--- src/rtl/smart_home_ctrl_n_pkg.sv ---
// Shared definitions for the smart home controller.
// Holds the default parameter values, the display codes shown for each
// controller state, and the state enum itself.
// The enum values equal the display codes, so the state can be shown directly.
package smart_home_pkg;

    localparam int DEF_NUM_DOORS = 2;
    localparam int DEF_TEMP_W    = 7;
    localparam int DEF_TEMP_LOW  = 50;
    localparam int DEF_TEMP_HIGH = 85;
    localparam int DEF_HYST      = 2;
    localparam int DEF_DWELL     = 8;

    // The door index bus is always 3 bits wide, which covers up to 8 doors.
    localparam int IDX_W = 3;

    localparam logic [2:0] DISP_IDLE   = 3'b000;
    localparam logic [2:0] DISP_DOOR   = 3'b001;
    localparam logic [2:0] DISP_ALARM  = 3'b011;
    localparam logic [2:0] DISP_WINDOW = 3'b100;
    localparam logic [2:0] DISP_HEAT   = 3'b101;
    localparam logic [2:0] DISP_COOL   = 3'b110;

    typedef enum logic [2:0] {
        S_IDLE   = DISP_IDLE,
        S_DOOR   = DISP_DOOR,
        S_ALARM  = DISP_ALARM,
        S_WINDOW = DISP_WINDOW,
        S_HEAT   = DISP_HEAT,
        S_COOL   = DISP_COOL
    } state_e;

endpackage

--- src/rtl/smart_home_ctrl_n_prio_enc.sv ---
// Lowest-index priority encoder.
// Ports:
//   req   - request vector, N bits
//   idx   - index of the lowest set bit; 0 when no bit is set
//   valid - high when any bit of req is set
module prio_enc_n #(
    parameter int N     = 2,
    parameter int IDX_W = 3
) (
    input  logic [N-1:0]     req,
    output logic [IDX_W-1:0] idx,
    output logic             valid
);

    // The scan runs from the top bit down, so the last hit it records is
    // the lowest set bit.
    always_comb begin
        idx   = '0;
        valid = 1'b0;
        for (int i = N - 1; i >= 0; i--) begin
            if (req[i]) begin
                idx   = IDX_W'(i);
                valid = 1'b1;
            end
        end
    end

endmodule

--- src/rtl/smart_home_ctrl_n.sv ---
// Smart home controller: a Moore FSM that arbitrates between fire alarm,
// door service, window warning and heating/cooling. Arbitration order is
// ALARM > DOOR > WINDOW > HEAT > COOL > IDLE.
//
// Every output is a register loaded from the next-state decode. An input
// sampled on a clock edge therefore shows up on the outputs right after
// that same edge.
//
// display always equals the current state code. It serves as the
// state-visibility output.
//
// Ports:
//   Clk       in   clock, rising edge
//   Rst       in   asynchronous active-high reset
//   door_sns  in   door requests, bit i = door i
//   SW        in   window sensor
//   SFA       in   fire alarm sensor
//   ST        in   temperature, unsigned TEMP_W bits
//   door_open out  one-hot door actuator, active only in DOOR
//   winbuzz   out  window buzzer, active only in WINDOW
//   alarmbuzz out  alarm buzzer, active only in ALARM
//   heater    out  active only in HEAT
//   cooler    out  active only in COOL
//   display   out  state code
//   door_idx  out  index of the last door served
module smart_home_ctrl_n
    import smart_home_pkg::*;
#(
    parameter int NUM_DOORS = DEF_NUM_DOORS,
    parameter int TEMP_W    = DEF_TEMP_W,
    parameter int TEMP_LOW  = DEF_TEMP_LOW,
    parameter int TEMP_HIGH = DEF_TEMP_HIGH,
    parameter int HYST      = DEF_HYST,
    parameter int DWELL     = DEF_DWELL
) (
    input  logic                 Clk,
    input  logic                 Rst,
    input  logic [NUM_DOORS-1:0] door_sns,
    input  logic                 SW,
    input  logic                 SFA,
    input  logic [TEMP_W-1:0]    ST,
    output logic [NUM_DOORS-1:0] door_open,
    output logic                 winbuzz,
    output logic                 alarmbuzz,
    output logic                 heater,
    output logic                 cooler,
    output logic [2:0]           display,
    output logic [IDX_W-1:0]     door_idx
);

    localparam int DW_W = $clog2(DWELL + 1);
    localparam logic [DW_W-1:0] DWELL_LOAD = DW_W'(DWELL - 1);

    // Thresholds are cut to the width of the temperature bus, so every
    // comparison is unsigned at TEMP_W bits.
    localparam logic [TEMP_W-1:0] HEAT_ON  = TEMP_W'(TEMP_LOW);
    localparam logic [TEMP_W-1:0] HEAT_OFF = TEMP_W'(TEMP_LOW + HYST);
    localparam logic [TEMP_W-1:0] COOL_ON  = TEMP_W'(TEMP_HIGH);
    localparam logic [TEMP_W-1:0] COOL_OFF = TEMP_W'(TEMP_HIGH - HYST);

    state_e                 state_q;
    state_e                 state_d;
    logic [DW_W-1:0]        dwell_q;
    logic [DW_W-1:0]        dwell_d;
    logic [IDX_W-1:0]       door_idx_d;
    logic [NUM_DOORS-1:0]   door_open_d;
    logic [IDX_W-1:0]       enc_idx;
    logic                   enc_valid;
    logic                   latched_held;
    logic                   heat_hold;
    logic                   cool_hold;

    prio_enc_n #(
        .N     (NUM_DOORS),
        .IDX_W (IDX_W)
    ) u_prio_enc (
        .req   (door_sns),
        .idx   (enc_idx),
        .valid (enc_valid)
    );

    // True while the door being served still requests service. This is
    // written as a compare loop so that door_idx never indexes past NUM_DOORS.
    always_comb begin
        latched_held = 1'b0;
        for (int i = 0; i < NUM_DOORS; i++) begin
            if (door_sns[i] && (door_idx == IDX_W'(i))) begin
                latched_held = 1'b1;
            end
        end
    end

    // HEAT/COOL are left only when the temperature is back past the
    // hysteresis point AND the minimum residency has run out.
    always_comb begin
        heat_hold = (state_q == S_HEAT) && !((ST >= HEAT_OFF) && (dwell_q == '0));
        cool_hold = (state_q == S_COOL) && !((ST <= COOL_OFF) && (dwell_q == '0));
    end

    // Next-state and next-output decode.
    always_comb begin
        state_d    = S_IDLE;
        door_idx_d = door_idx;
        dwell_d    = '0;

        if (SFA) begin
            state_d = S_ALARM;
        end else if ((state_q == S_DOOR) && latched_held) begin
            // The served door keeps ownership; other doors are ignored.
            state_d = S_DOOR;
        end else if (enc_valid) begin
            state_d    = S_DOOR;
            door_idx_d = enc_idx;
        end else if (SW) begin
            state_d = S_WINDOW;
        end else if (heat_hold) begin
            state_d = S_HEAT;
        end else if (cool_hold) begin
            state_d = S_COOL;
        end else if (ST < HEAT_ON) begin
            state_d = S_HEAT;
        end else if (ST > COOL_ON) begin
            state_d = S_COOL;
        end

        // The counter reloads on every fresh entry to HEAT or COOL, which
        // includes a return after a preemption. Otherwise it runs down to zero.
        if (((state_d == S_HEAT) && (state_q != S_HEAT)) ||
            ((state_d == S_COOL) && (state_q != S_COOL))) begin
            dwell_d = DWELL_LOAD;
        end else if (dwell_q != '0) begin
            dwell_d = dwell_q - 1'b1;
        end

        door_open_d = '0;
        for (int i = 0; i < NUM_DOORS; i++) begin
            door_open_d[i] = (state_d == S_DOOR) && (door_idx_d == IDX_W'(i));
        end
    end

    always_ff @(posedge Clk or posedge Rst) begin
        if (Rst) begin
            state_q   <= S_IDLE;
            dwell_q   <= '0;
            door_open <= '0;
            winbuzz   <= 1'b0;
            alarmbuzz <= 1'b0;
            heater    <= 1'b0;
            cooler    <= 1'b0;
            display   <= DISP_IDLE;
            door_idx  <= '0;
        end else begin
            state_q   <= state_d;
            dwell_q   <= dwell_d;
            door_open <= door_open_d;
            winbuzz   <= (state_d == S_WINDOW);
            alarmbuzz <= (state_d == S_ALARM);
            heater    <= (state_d == S_HEAT);
            cooler    <= (state_d == S_COOL);
            display   <= state_d;
            door_idx  <= door_idx_d;
        end
    end

endmodule
--- config.mk ---
export PLATFORM = sky130hd
export DESIGN_NAME = smart_home_ctrl_n
export DESIGN_NICKNAME = d
export VERILOG_FILES = /design/src/rtl/smart_home_ctrl_n_pkg.sv /design/src/rtl/smart_home_ctrl_n_prio_enc.sv /design/src/rtl/smart_home_ctrl_n.sv
export SDC_FILE = /design/constraint.sdc
export NUM_CORES = 1
export LEC_CHECK = 0
export ABC_AREA = 1
export CAP_MARGIN = 30
export CORE_MARGIN = 10
export CORE_UTILIZATION = 50
export CTS_BUF_LIST = sky130_fd_sc_hd__clkbuf_4 sky130_fd_sc_hd__clkbuf_8 sky130_fd_sc_hd__clkbuf_16
export DETAILED_ROUTE_END_ITERATION = 10
export PLACE_DENSITY = 0.87
export RECOVER_POWER = 50
export REMOVE_ABC_BUFFERS = 1
export SLEW_MARGIN = 20
export SYNTH_ARGS = -nofsm -noshare
export SYNTH_HDL_FRONTEND = slang
export SYNTH_SLANG_ARGS = --single-unit
--- constraint.sdc ---
create_clock -name Clk -period 2.4 [get_ports Clk]
set_input_delay 0.72 -clock Clk [delete_from_list [all_inputs] [get_ports Clk]]
set_output_delay 0.72 -clock Clk [all_outputs]
set_load 0.005 [all_outputs]
**Word-level counts from Yosys, hierarchy flattened**

Cells that the tools add are included.

- Input port bits: 13
- Output and inout port bits: 12
- Bits in registers: 16
- Word-level logic and storage cells: 62

- Order comparisons: 4
- Add/sub/neg operators: 1
- Muxes and demuxes: 19
- Equality and inequality tests: 12
- Reductions and logical operators: 18

Operator list:

| cell | count |
|---|---|
| $mux 3 | 11 |
| $eq 3x3->1 const B | 5 |
| $eq 3x1->1 const B | 4 |
| $logic_and 1x1->1 | 11 |
| $mux 4 | 2 |
| $ge 7x6->1 const B | 1 |
| $gt 7x7->1 const B | 1 |
| $le 7x7->1 const B | 1 |
| $lt 7x6->1 const B | 1 |
| $logic_not 3->1 | 2 |
| $mux 1 | 6 |
| $ne 3x3->1 const B | 2 |
| $logic_not 4->1 | 1 |
| $reduce_bool 4->1 | 1 |
| $sub 4x1->4 const B | 1 |
| $eq 3x2->1 const B | 1 |
| $logic_not 1->1 | 2 |
| $logic_or 1x1->1 | 1 |

**Longest topological paths before layout**

Gate-level depths: netlist (run 1).

- Depth after elaboration: 14
- Gate-level depth with buffers: 12
- Mapped depth without buffers: 12

**Cells and area by module**

From an unflattened synthesis (run 1), not the netlist that was laid out.

- Cells, all modules: 127
- Area, all modules: 975.9 um^2

Modules (own cells, without submodules):

| module | seq. area each (um^2) | area an instance (um^2) | cells an instance | times used |
|---|---|---|---|---|
| smart_home_ctrl_n | 400.4 | 942.2 | 120 | 1 |
| prio_enc_n | 0.0 | 33.8 | 7 | 1 |

**Worst setup path before layout (run 1)**

OpenSTA, ideal clock, no wires.

- Path kind: input port to flip-flop
- From: in ST[1]
- To: reg dwell_q[3]
- Path slack: 0.707 ns
- Data required time: 2.278 ns
- Stages: 11
- Arrival time: 1.570 ns
- Setup time: 0.122 ns
- Path through: or2_0 > nand2_1 > nand2_2 > nand2_2 > nor2_2 > nand3_1 > nand2_2 > nor2_4 > nand3_4 > nand2_2 > nor2_2

- Longest elaborated chain between the ends: 14
- Elaborated cells on any way between the ends: 24

RTL lines:

| item | line | source |
|---|---|---|
| from (decl) | smart_home_ctrl_n.sv:41 | `input logic [TEMP_W-1:0] ST,` |
| $le 7x7->1 | smart_home_ctrl_n.sv:97 | `cool_hold = (state_q == S_COOL) && !((ST <= COOL_OFF) && (dwell_q == '0));` |
| $logic_and 1x1->1 | smart_home_ctrl_n.sv:97 |  |
| $logic_not 1->1 | smart_home_ctrl_n.sv:97 |  |
| $logic_and 1x1->1 | smart_home_ctrl_n.sv:97 |  |
| $mux 3 | smart_home_ctrl_n.sv:118 | `end else if (cool_hold) begin` |
| $mux 3 (*) | smart_home_ctrl_n.sv:116 | `end else if (heat_hold) begin` |
| $mux 3 (*) | smart_home_ctrl_n.sv:114 | `end else if (SW) begin` |
| $mux 3 (*) | smart_home_ctrl_n.sv:111 | `end else if (enc_valid) begin` |
| $mux 3 (*) | smart_home_ctrl_n.sv:108 | `end else if ((state_q == S_DOOR) && latched_held) begin` |
| $mux 3 (*) | smart_home_ctrl_n.sv:106 | `if (SFA) begin` |
| $eq 3x3->1, on equally long branches | smart_home_ctrl_n.sv:128, smart_home_ctrl_n.sv:129 |  |
| $logic_and 1x1->1, on equally long branches | smart_home_ctrl_n.sv:128, smart_home_ctrl_n.sv:129 |  |
| $logic_or 1x1->1 (*) | smart_home_ctrl_n.sv:128 | `if (((state_d == S_HEAT) && (state_q != S_HEAT)) \|\|` |
| $mux 4 (*) | smart_home_ctrl_n.sv:128 |  |
| named net dwell_d[3] | smart_home_ctrl_n.sv:64 | `logic [DW_W-1:0] dwell_d;` |
| to (signal assigned) | smart_home_ctrl_n.sv:154 | `dwell_q <= dwell_d;` |
| to (decl) | smart_home_ctrl_n.sv:63 | `logic [DW_W-1:0] dwell_q;` |

The timed path passes the listed nets; every way through them passes the cells marked *.

**Worst setup path in the final report (run 1)**

- From: in ST[3]
- To: reg dwell_q[3]

Same word-level chain as after synthesis.

==> flow_summary.html, run 1 <==
<table>
<tr><th>Metric</th><th>Value</th></tr>
<tr><th colspan="2">Job</th></tr>
<tr><td>Max-cap violation count</td><td>0</td></tr>
<tr><th colspan="2">Yosys</th></tr>
<tr><td>Cell area after technology mapping</td><td>approximately 930 sq um</td></tr>
<tr><td>Largest cells by area after synthesis</td><td>sky130_fd_sc_hd__dfrtp_1, sky130_fd_sc_hd__inv_1, sky130_fd_sc_hd__nor2_1</td></tr>
<tr><td>Number of cells produced by synthesis</td><td>~120</td></tr>
<tr><td>Biggest area consumer among synthesized cells</td><td>sky130_fd_sc_hd__dfrtp_1</td></tr>
<tr><td>Most frequent cell after synthesis</td><td>sky130_fd_sc_hd__inv_1</td></tr>
<tr><td>Most common flop cell mapped by yosys</td><td>sky130_fd_sc_hd__dfrtp_1</td></tr>
<tr><td>Most common library cells after synthesis</td><td>sky130_fd_sc_hd__inv_1, sky130_fd_sc_hd__nor2_1, sky130_fd_sc_hd__dfrtp_1</td></tr>
<tr><td>Unique cell type count in the Yosys netlist</td><td>23</td></tr>
<tr><td>Portion of the post-synthesis area used by sequential elements</td><td>0.430</td></tr>
<tr><td>Number of enable-type register cells in the synthesized netlist</td><td>0</td></tr>
<tr><td>Area share of the largest cell type after synthesis</td><td>0.430</td></tr>
<tr><td>Share of async-settable or async-resettable flops after synthesis</td><td>1.00</td></tr>
<tr><td>Flip-flop and latch count after synthesis</td><td>16</td></tr>
<tr><td>Synth warn</td><td>0</td></tr>
<tr><td>Mean instance size in the synthesized netlist</td><td>between 8 and 9 sq um</td></tr>
<tr><th colspan="2">Power and ir drop</th></tr>
<tr><td>Peak supply drop</td><td>0.350 mV</td></tr>
<tr><td>Pleak</td><td>roughly 0.6 nW</td></tr>
<tr><td>Power density of the placed cells</td><td>roughly 600 mW/mm^2</td></tr>
<tr><td>Total Power</td><td>roughly 740 uW</td></tr>
<tr><th colspan="2">Worst hold path</th></tr>
<tr><td>Worst Hold Path Cells</td><td>2</td></tr>
<tr><td>Kind of path behind the tightest hold check</td><td>reg2reg</td></tr>
<tr><th colspan="2">CTS</th></tr>
<tr><td>Number of buffers created by CTS</td><td>3</td></tr>
<tr><td>Clock root buffer</td><td>sky130_fd_sc_hd__clkbuf_4</td></tr>
<tr><td>CTS Hold Bufs</td><td>0</td></tr>
<tr><td>Largest buffer count on any clock path</td><td>2</td></tr>
<tr><td>Number of resized instances in the post-cts repair step</td><td>0</td></tr>
<tr><td>Post-CTS setup buffers</td><td>0</td></tr>
<tr><td>H-Tree Depth</td><td>1</td></tr>
<tr><td>Clk pin slew, worst setup/hold paths</td><td>roughly 90 ps</td></tr>
<tr><td>CTS Sinks</td><td>16</td></tr>
<tr><td>Clock latency on the worst-skew pair</td><td>approximately 280 ps</td></tr>
<tr><td>TritonCTS clock tree</td><td>done</td></tr>
<tr><th colspan="2">Drt</th></tr>
<tr><td>Routed Wire Length</td><td>~2 mm</td></tr>
<tr><td>Initial DRT Pass Iterations</td><td>4</td></tr>
<tr><td>Initial drt markers</td><td>15</td></tr>
<tr><td>Vias per Instance</td><td>between 4 and 5</td></tr>
<tr><td>Vias post-DR</td><td>around 820</td></tr>
<tr><td>Post-DR wirelength/cell</td><td>between 10 and 15 microns</td></tr>
<tr><td>DRC errors left</td><td>0</td></tr>
<tr><td>Residual antenna-violating net count after detailed routing</td><td>0</td></tr>
<tr><th colspan="2">Finish</th></tr>
<tr><td>Layout fillers</td><td>148</td></tr>
<tr><td>Final design instance area without fill</td><td>0.00123 sq mm</td></tr>
<tr><td>Area of the multi-input gates</td><td>about 440 sq um</td></tr>
<tr><td>Layout cell share with drive strength beyond 1</td><td>0.231</td></tr>
<tr><td>Number of antenna diodes</td><td>0</td></tr>
<tr><td>Area growth, synth to finish</td><td>31.9%</td></tr>
<tr><td>Footprint of the flip-flops and latches</td><td>between 400 and 500 sq um</td></tr>
<tr><td>Layout Utilization</td><td>0.705</td></tr>
<tr><td>Final Net Count</td><td>~160</td></tr>
<tr><th colspan="2">Timing</th></tr>
<tr><td>Final setup violating endpoints</td><td>0</td></tr>
<tr><td>Final critical-path share of the clock period</td><td>0.854</td></tr>
<tr><td>Count of final max-slew check failures</td><td>0</td></tr>
<tr><td>Highest Clock Rate</td><td>~490 MHz</td></tr>
<tr><td>Pin slew with the least headroom to its limit</td><td>roughly 570 ps</td></tr>
<tr><td>Slew headroom</td><td>0.617</td></tr>
<tr><td>Unrepaired setup endpoints after global routing</td><td>false</td></tr>
<tr><td>Number of endpoints with negative hold slack in the final report</td><td>0</td></tr>
<tr><td>Final TNS setup</td><td>0 ps</td></tr>
<tr><td>Final Critical Period</td><td>2050 ps</td></tr>
<tr><td>Clk_skew</td><td>just over 8 ps</td></tr>
<tr><th colspan="2">Global routing</th></tr>
<tr><td>Total gr overflow</td><td>0</td></tr>
<tr><td>Global-route wire length before repair</td><td>about 3.3 mm</td></tr>
<tr><td>Total Routing Usage GR</td><td>0.0970</td></tr>
<tr><td>Maximum number of pins on one net before global-route repair</td><td>17</td></tr>
<tr><td>Via count of the first global-routing pass</td><td>between 800 and 900</td></tr>
<tr><td>Number of antenna violations at the first check in global routing</td><td>0</td></tr>
<tr><th colspan="2">Setup path</th></tr>
<tr><td>Critical path peak fanout</td><td>5</td></tr>
<tr><td>Required time at the worst-slack endpoint</td><td>~2600 ps</td></tr>
<tr><td>Critical path start-end classification</td><td>in2reg</td></tr>
<tr><td>Reg2Reg Depth</td><td>10</td></tr>
<tr><td>Critical path data arrival time</td><td>2220 ps</td></tr>
<tr><td>Kind of start point of the critical path</td><td>input port</td></tr>
<tr><td>CP endpoint kind</td><td>register</td></tr>
<tr><th colspan="2">Floorplan</th></tr>
<tr><td>Placeable core region</td><td>around 0.0017 sq mm</td></tr>
<tr><td>Number of top-level design ports</td><td>25</td></tr>
<tr><td>Die width</td><td>63.2 microns</td></tr>
<tr><td>Die Y-Extent</td><td>between 60 and 70 microns</td></tr>
<tr><td>Area of the die</td><td>0.00399 sq mm</td></tr>
<tr><td>Count of standard-cell rows</td><td>15</td></tr>
<tr><td>Initial Util</td><td>0.534</td></tr>
<tr><th colspan="2">Outcome</th></tr>
<tr><td>Status</td><td>finished clean</td></tr>
<tr><th colspan="2">Placed design</th></tr>
<tr><td>Cell area reported after detailed placement</td><td>about 0.0012 sq mm</td></tr>
<tr><td>Placed wire-length estimate</td><td>between 1.5 and 2 mm</td></tr>
<tr><td>Count of port buffers added during placement</td><td>23</td></tr>
<tr><td>Routability congestion estimate</td><td>roughly 0.74</td></tr>
</table>
[path summary, 6_finish.rpt]
check / start / slack (ps) / end
worst max-delay path: ST[3] / 350 / dwell_q[3]$_DFF_PP0_
worst min-delay path: door_idx[2]$_DFF_PP0_ / 520 / door_idx[2]$_DFF_PP0_
worst max register to register: dwell_q[2]$_DFF_PP0_ / 890 / dwell_q[3]$_DFF_PP0_
worst min register to register: door_idx[2]$_DFF_PP0_ / 520 / door_idx[2]$_DFF_PP0_
max in group asynchronous: Rst / 1100 / state_q[0]$_DFF_PP0_
min in group asynchronous: Rst / 920 / heater$_DFF_PP0_
[power breakdown]
part	internal, mW	switching (mW)	leakage (nW)
Combinational	0.103	0.128	0.368
Clock	0.0923	0.0820	0.0210
Sequential	0.306	0.0238	0.204
Total	0.502	0.234	0.593
[cells in the final DEF, fill, tap and decap left out, types with 3 or more instances in the layout]
cell type,count
sky130_fd_sc_hd__a21oi_1,4
sky130_fd_sc_hd__o21ai_0,3
sky130_fd_sc_hd__o21ai_2,3
sky130_fd_sc_hd__nor2_1,17
sky130_fd_sc_hd__nand3_1,9
sky130_fd_sc_hd__dfrtp_1,16
sky130_fd_sc_hd__nand2_2,8
sky130_fd_sc_hd__nor2_2,4
sky130_fd_sc_hd__dlygate4sd3_1,4
sky130_fd_sc_hd__nor2_4,4
sky130_fd_sc_hd__clkdlybuf4s50_1,19
sky130_fd_sc_hd__inv_1,21
sky130_fd_sc_hd__nand2_1,13
sky130_fd_sc_hd__clkbuf_4,3
sky130_fd_sc_hd__inv_2,3
[metrics by stage]
step / cells / setup WS (ps) / hold slack, ps
2_1_floorplan: 115 / 707 / 500
3_3_place_gp: 164 / 116 / 509
3_5_place_dp: 164 / 47.4 / 515
4_1_cts: 168 / 344 / 528
5_1_grt: 168 / 205 / 538
6_report: 168 / 351 / 525
[per-layer routing]
metal  global-route usage  share of wire  vias to the layer above
met5                    0              0                        -
met4               0.0546          0.019                        0
met3               0.0212          0.065                        4
met2                0.185           0.53                       26
met1               0.0928           0.39                      375
li1                     -              -                      412
[cell families after synthesis]
| logic type | count (synthesis) | synth area share |
|---|---|---|
| flip-flops | 16 | 0.430 |
| AND/OR/NAND/NOR | 64 | 0.395 |
| AO/OA/AOI/OAI | 11 | 0.0752 |
| buffers and inverters | 25 | 0.101 |
[critical path, cell delays in order]
cell                              delay [ps]
sky130_fd_sc_hd__clkdlybuf4s50_1         550
sky130_fd_sc_hd__nand2_1                  70
sky130_fd_sc_hd__nand2_1                  60
sky130_fd_sc_hd__nand2_1                  70
sky130_fd_sc_hd__nand3_2                 100
sky130_fd_sc_hd__nand2_2                  70
sky130_fd_sc_hd__nand2_2                  80
sky130_fd_sc_hd__nor2_4                   40
sky130_fd_sc_hd__nor2_1                  180
sky130_fd_sc_hd__nand3b_2                150
sky130_fd_sc_hd__nand2_2                 100
sky130_fd_sc_hd__nor2_2                   30
[flip-flops by register name, indices dropped and copies added, names as in the netlist]
name and cells:
dwell_q 4, door_idx 3, state_q 3, door_open 2, alarmbuzz 1, cooler 1, heater 1, winbuzz 1
[final cells by class]
cell class	count	area share
well taps	25	0.0254
flip-flops and latches	16	0.326
clock buffers	4	0.0295
multi-input cells	75	0.356
repair buffers	24	0.190
inverters	24	0.0732
Note: power is estimated with default switching activity, not from simulation.
==> run 2, diff against run 1 <==
Settings changed: CTS_CLUSTER_DIAMETER set to 50.
==> results of run 2 <==
No change in the layout: final DEF, timing and power equal those of run 1.
==> run 3, diff against run 2 <==
Settings changed: CORE_UTILIZATION 50 to 42, PLACE_DENSITY 0.87 to 0.79.
Clock period 2.4 ns to 1.7 ns, I/O delays scaled along.
==> run 3 against run 2 <==
Design area is 7.4% higher; flip-flop and latch count stayed put; global-route usage is 0.77 points lower; count of clock-buffer cells in the layout is 1 lower; total power is 37% higher; combinational power is 51% higher; via count is 2.2% higher; first-iteration DRC count is 40% higher; sequential share of layout area is 2.3 points lower; clock skew is 7.2 ps lower; critical endpoint is now display[2]; highest routed layer unchanged.
==> flow_summary.html, run 3 (synthesized netlist as in run 1, its figures left out) <==
<table>
<tr><th>Metric</th><th>Value</th></tr>
<tr><th colspan="2">Outcome</th></tr>
<tr><td>Status</td><td>finished clean</td></tr>
<tr><th colspan="2">Finish</th></tr>
<tr><td>Footprint of the flip-flops and latches</td><td>400 sq um (unchanged)</td></tr>
<tr><td>Most common cell after layout, fill and taps aside</td><td>sky130_fd_sc_hd__inv_1</td></tr>
<tr><td>Layout Utilization</td><td>0.647 (-0.0576)</td></tr>
<tr><td>Layout fillers</td><td>185 (+25%)</td></tr>
<tr><td>Layout cell share with drive strength beyond 1</td><td>0.285 (+0.0540)</td></tr>
<tr><td>Number of antenna diodes</td><td>0 (unchanged)</td></tr>
<tr><td>Area of the multi-input gates</td><td>469 sq um (+7.1%)</td></tr>
<tr><td>Area growth, synth to finish</td><td>41.7%</td></tr>
<tr><td>Post-Layout Cell Count</td><td>178 (+6.0%)</td></tr>
<tr><td>Register with the highest flop count</td><td>dwell_q</td></tr>
<tr><td>Leading cell types in the layout, fill and taps excluded</td><td>sky130_fd_sc_hd__inv_1, sky130_fd_sc_hd__dfrtp_1, sky130_fd_sc_hd__nor2_1</td></tr>
<tr><td>Biggest registers after layout</td><td>dwell_q: 4 flops, door_idx: 3 flops, state_q: 3 flops</td></tr>
<tr><td>Final Net Count</td><td>166 (+5.7%)</td></tr>
<tr><td>Flip-flop count of the largest register after layout</td><td>4 (unchanged)</td></tr>
<tr><th colspan="2">Placed design</th></tr>
<tr><td>Placed wire-length estimate</td><td>1.64 mm (-1.5%)</td></tr>
<tr><td>Placed Cells incl. Taps</td><td>173 (+5.5%)</td></tr>
<tr><td>Routability congestion estimate</td><td>0.827 (+12%)</td></tr>
<tr><td>Count of port buffers added during placement</td><td>23 (unchanged)</td></tr>
<tr><th colspan="2">Setup path</th></tr>
<tr><td>Required time at the worst-slack endpoint</td><td>1190 ps (-1380 ps)</td></tr>
<tr><td>Critical path peak fanout</td><td>2 (-3)</td></tr>
<tr><td>Crit path launch</td><td>state_q[2]$_DFF_PP0_</td></tr>
<tr><td>Register-to-register setup slack</td><td>120 ps (-770 ps)</td></tr>
<tr><td>Logic depth of the worst path, buffers included</td><td>1 (-11)</td></tr>
<tr><td>Family of cells with the greatest summed delay on the critical path</td><td>buffers and inverters</td></tr>
<tr><td>Reg2Reg Depth</td><td>10 (unchanged)</td></tr>
<tr><td>Reg2reg start</td><td>state_q[1]$_DFF_PP0_</td></tr>
<tr><td>Cell chain of the critical path</td><td>clkdlybuf4s50_1</td></tr>
<tr><td>Critical path start-end classification</td><td>reg2out</td></tr>
<tr><td>CP endpoint kind</td><td>output port</td></tr>
<tr><td>Number of buffer and inverter stages on the critical path</td><td>1 (unchanged)</td></tr>
<tr><td>Worst R2R End</td><td>dwell_q[3]$_DFF_PP0_</td></tr>
<tr><td>Kind of start point of the critical path</td><td>register</td></tr>
<tr><td>Critical path data arrival time</td><td>1150 ps (-1070 ps)</td></tr>
<tr><td>Highest-delay cell along the critical path</td><td>sky130_fd_sc_hd__clkdlybuf4s50_1</td></tr>
<tr><td>Worst path max stage delay</td><td>510 ps (-40 ps)</td></tr>
<tr><th colspan="2">Floorplan</th></tr>
<tr><td>Placeable core region</td><td>0.00204 sq mm (+17%)</td></tr>
<tr><td>Die width</td><td>67.1 microns (+6.2%)</td></tr>
<tr><td>Die Y-Extent</td><td>67.1 microns (+6.2%)</td></tr>
<tr><td>Initial Util</td><td>0.456 (-0.0776)</td></tr>
<tr><td>Area of the die</td><td>0.00450 sq mm (+13%)</td></tr>
<tr><td>Count of standard-cell rows</td><td>16 (+1)</td></tr>
<tr><td>Number of top-level design ports</td><td>25 (unchanged)</td></tr>
<tr><th colspan="2">Drt</th></tr>
<tr><td>Routed Wire Length</td><td>2.06 mm (+5.1%)</td></tr>
<tr><td>Vias per Instance</td><td>4.69 (-3.5%)</td></tr>
<tr><td>Vias post-DR</td><td>835 (+2.2%)</td></tr>
<tr><td>Residual antenna-violating net count after detailed routing</td><td>0 (unchanged)</td></tr>
<tr><td>DRC errors left</td><td>0 (unchanged)</td></tr>
<tr><td>Initial DRT Pass Iterations</td><td>4 (unchanged)</td></tr>
<tr><td>Post-DR wirelength/cell</td><td>11.5 microns (-0.79%)</td></tr>
<tr><td>Initial drt markers</td><td>21 (+6)</td></tr>
<tr><th colspan="2">CTS</th></tr>
<tr><td>Largest buffer count on any clock path</td><td>2 (unchanged)</td></tr>
<tr><td>Clock latency on the worst-skew pair</td><td>280 ps (about the same)</td></tr>
<tr><td>CTS Sinks</td><td>16 (unchanged)</td></tr>
<tr><td>H-Tree Depth</td><td>1 (unchanged)</td></tr>
<tr><td>Number of buffers created by CTS</td><td>3 (unchanged)</td></tr>
<tr><td>Clk pin slew, worst setup/hold paths</td><td>80 ps (about the same)</td></tr>
<tr><td>TritonCTS clock tree</td><td>done</td></tr>
<tr><td>Clock root buffer</td><td>sky130_fd_sc_hd__clkbuf_4</td></tr>
<tr><th colspan="2">Power and ir drop</th></tr>
<tr><td>Total Power</td><td>1.01 mW (+37%)</td></tr>
<tr><td>Pleak</td><td>0.693 nW (+17%)</td></tr>
<tr><td>Power density of the placed cells</td><td>763 mW/mm^2 (+27%)</td></tr>
<tr><td>Peak supply drop</td><td>0.456 mV (+30%)</td></tr>
<tr><th colspan="2">Worst hold path</th></tr>
<tr><td>Kind of path behind the tightest hold check</td><td>reg2reg</td></tr>
<tr><td>Worst Hold Path Cells</td><td>2 (unchanged)</td></tr>
<tr><td>Hold Path End</td><td>door_idx[2]$_DFF_PP0_</td></tr>
<tr><td>Origin of the worst min-delay path</td><td>door_idx[2]$_DFF_PP0_</td></tr>
<tr><th colspan="2">Timing</th></tr>
<tr><td>Highest Clock Rate</td><td>601 MHz</td></tr>
<tr><td>Number of endpoints with negative hold slack in the final report</td><td>0 (unchanged)</td></tr>
<tr><td>Worst Hold Margin</td><td>524 ps (-0.111 ps)</td></tr>
<tr><td>Unrepaired setup endpoints after global routing</td><td>true</td></tr>
<tr><td>Final setup violating endpoints</td><td>0 (unchanged)</td></tr>
<tr><td>Final critical-path share of the clock period</td><td>0.979</td></tr>
<tr><td>Final TNS setup</td><td>0 ps (unchanged)</td></tr>
<tr><td>Pin slew with the least headroom to its limit</td><td>829 ps (+255 ps)</td></tr>
<tr><td>Clk_skew</td><td>0.888 ps (-7.16 ps)</td></tr>
<tr><td>Slew headroom</td><td>0.447 (-0.170)</td></tr>
<tr><td>Final Critical Period</td><td>about 1700 ps</td></tr>
<tr><td>Count of final max-slew check failures</td><td>0 (unchanged)</td></tr>
<tr><th colspan="2">Global routing</th></tr>
<tr><td>Maximum number of pins on one net before global-route repair</td><td>17 (unchanged)</td></tr>
<tr><td>Via count of the first global-routing pass</td><td>802 (-1.7%)</td></tr>
<tr><td>Total gr overflow</td><td>0 (unchanged)</td></tr>
<tr><td>Total Routing Usage GR</td><td>0.0893 (-0.00766)</td></tr>
<tr><td>Number of antenna violations at the first check in global routing</td><td>0 (unchanged)</td></tr>
<tr><td>Global-route wire length before repair</td><td>3.23 mm (-2.1%)</td></tr>
<tr><th colspan="2">Job</th></tr>
<tr><td>Max-cap violation count</td><td>0 (unchanged)</td></tr>
</table>
-- run 3: changes by cell type in the layout (fill, tap and decap cells not counted), sizes merged --
cell / before / now
buf: 0 / 8
clkdlybuf4s50: 19 / 13
dlygate4sd3: 4 / 2
clkdlybuf4s15: 0 / 1
clkdlybuf4s25: 0 / 1
dlymetal6s2s: 0 / 4
dlygate4sd2: 0 / 2
-- run 3: cell type report --
type                    instances  share of cell area
multi-input cells              75               0.355
clock buffers                   3              0.0170
repair buffers                 33               0.231
flip-flops and latches         16               0.303
inverters                      24              0.0682
well taps                      27              0.0256
-- run 3: timing repair --
action                     CTS  global route
resized for setup            6             9
hold buffers                 0             0
setup buffers                1             1
setup endpoints to repair   11            13
pin swaps                    0             9
-- run 3: routing by layer --
layer / vias to the layer above / wire, microns / part of all wire / global-route usage
met3: 5 / 165 / 0.080 / 0.0151
met2: 28 / 1030 / 0.50 / 0.152
met5: - / 0 / 0 / 0
li1: 429 / - / - / -
met4: 0 / 34 / 0.017 / 0.0462
met1: 373 / 826 / 0.40 / 0.105
-- run 3: worst max-delay path by stage --
| stage | to | slack (ps) |
|---|---|---|
| 6_report | display[2] | 40 |
| 5_1_grt | door_open[0]$_DFF_PP0_ | -40 |
| 4_1_cts | dwell_q[3]$_DFF_PP0_ | -30 |
| 3_5_place_dp | dwell_q[3]$_DFF_PP0_ | -420 |
| 3_3_place_gp | dwell_q[3]$_DFF_PP0_ | -370 |
| 2_1_floorplan | dwell_q[3]$_DFF_PP0_ | 220 |
-- run 3: report_power, final --
part | switching [mW] | total [mW] | leakage [nW] | internal (mW)
clock network | 0.112 | 0.194 | 0.0138 | 0.0823
logic | 0.193 | 0.348 | 0.476 | 0.155
registers | 0.0327 | 0.465 | 0.204 | 0.433
total | 0.338 | 1.01 | 0.693 | 0.670
-- run 3: stage by stage --
| step | instance area (sq um) | worst slack (ps) |
|---|---|---|
| global route | 1320 | -38.4 |
| finish | 1320 | 36.5 |
| global placement | 1250 | -374 |
| floorplan | 928 | 217 |
| CTS | 1290 | -25.8 |
| detailed placement | 1250 | -415 |
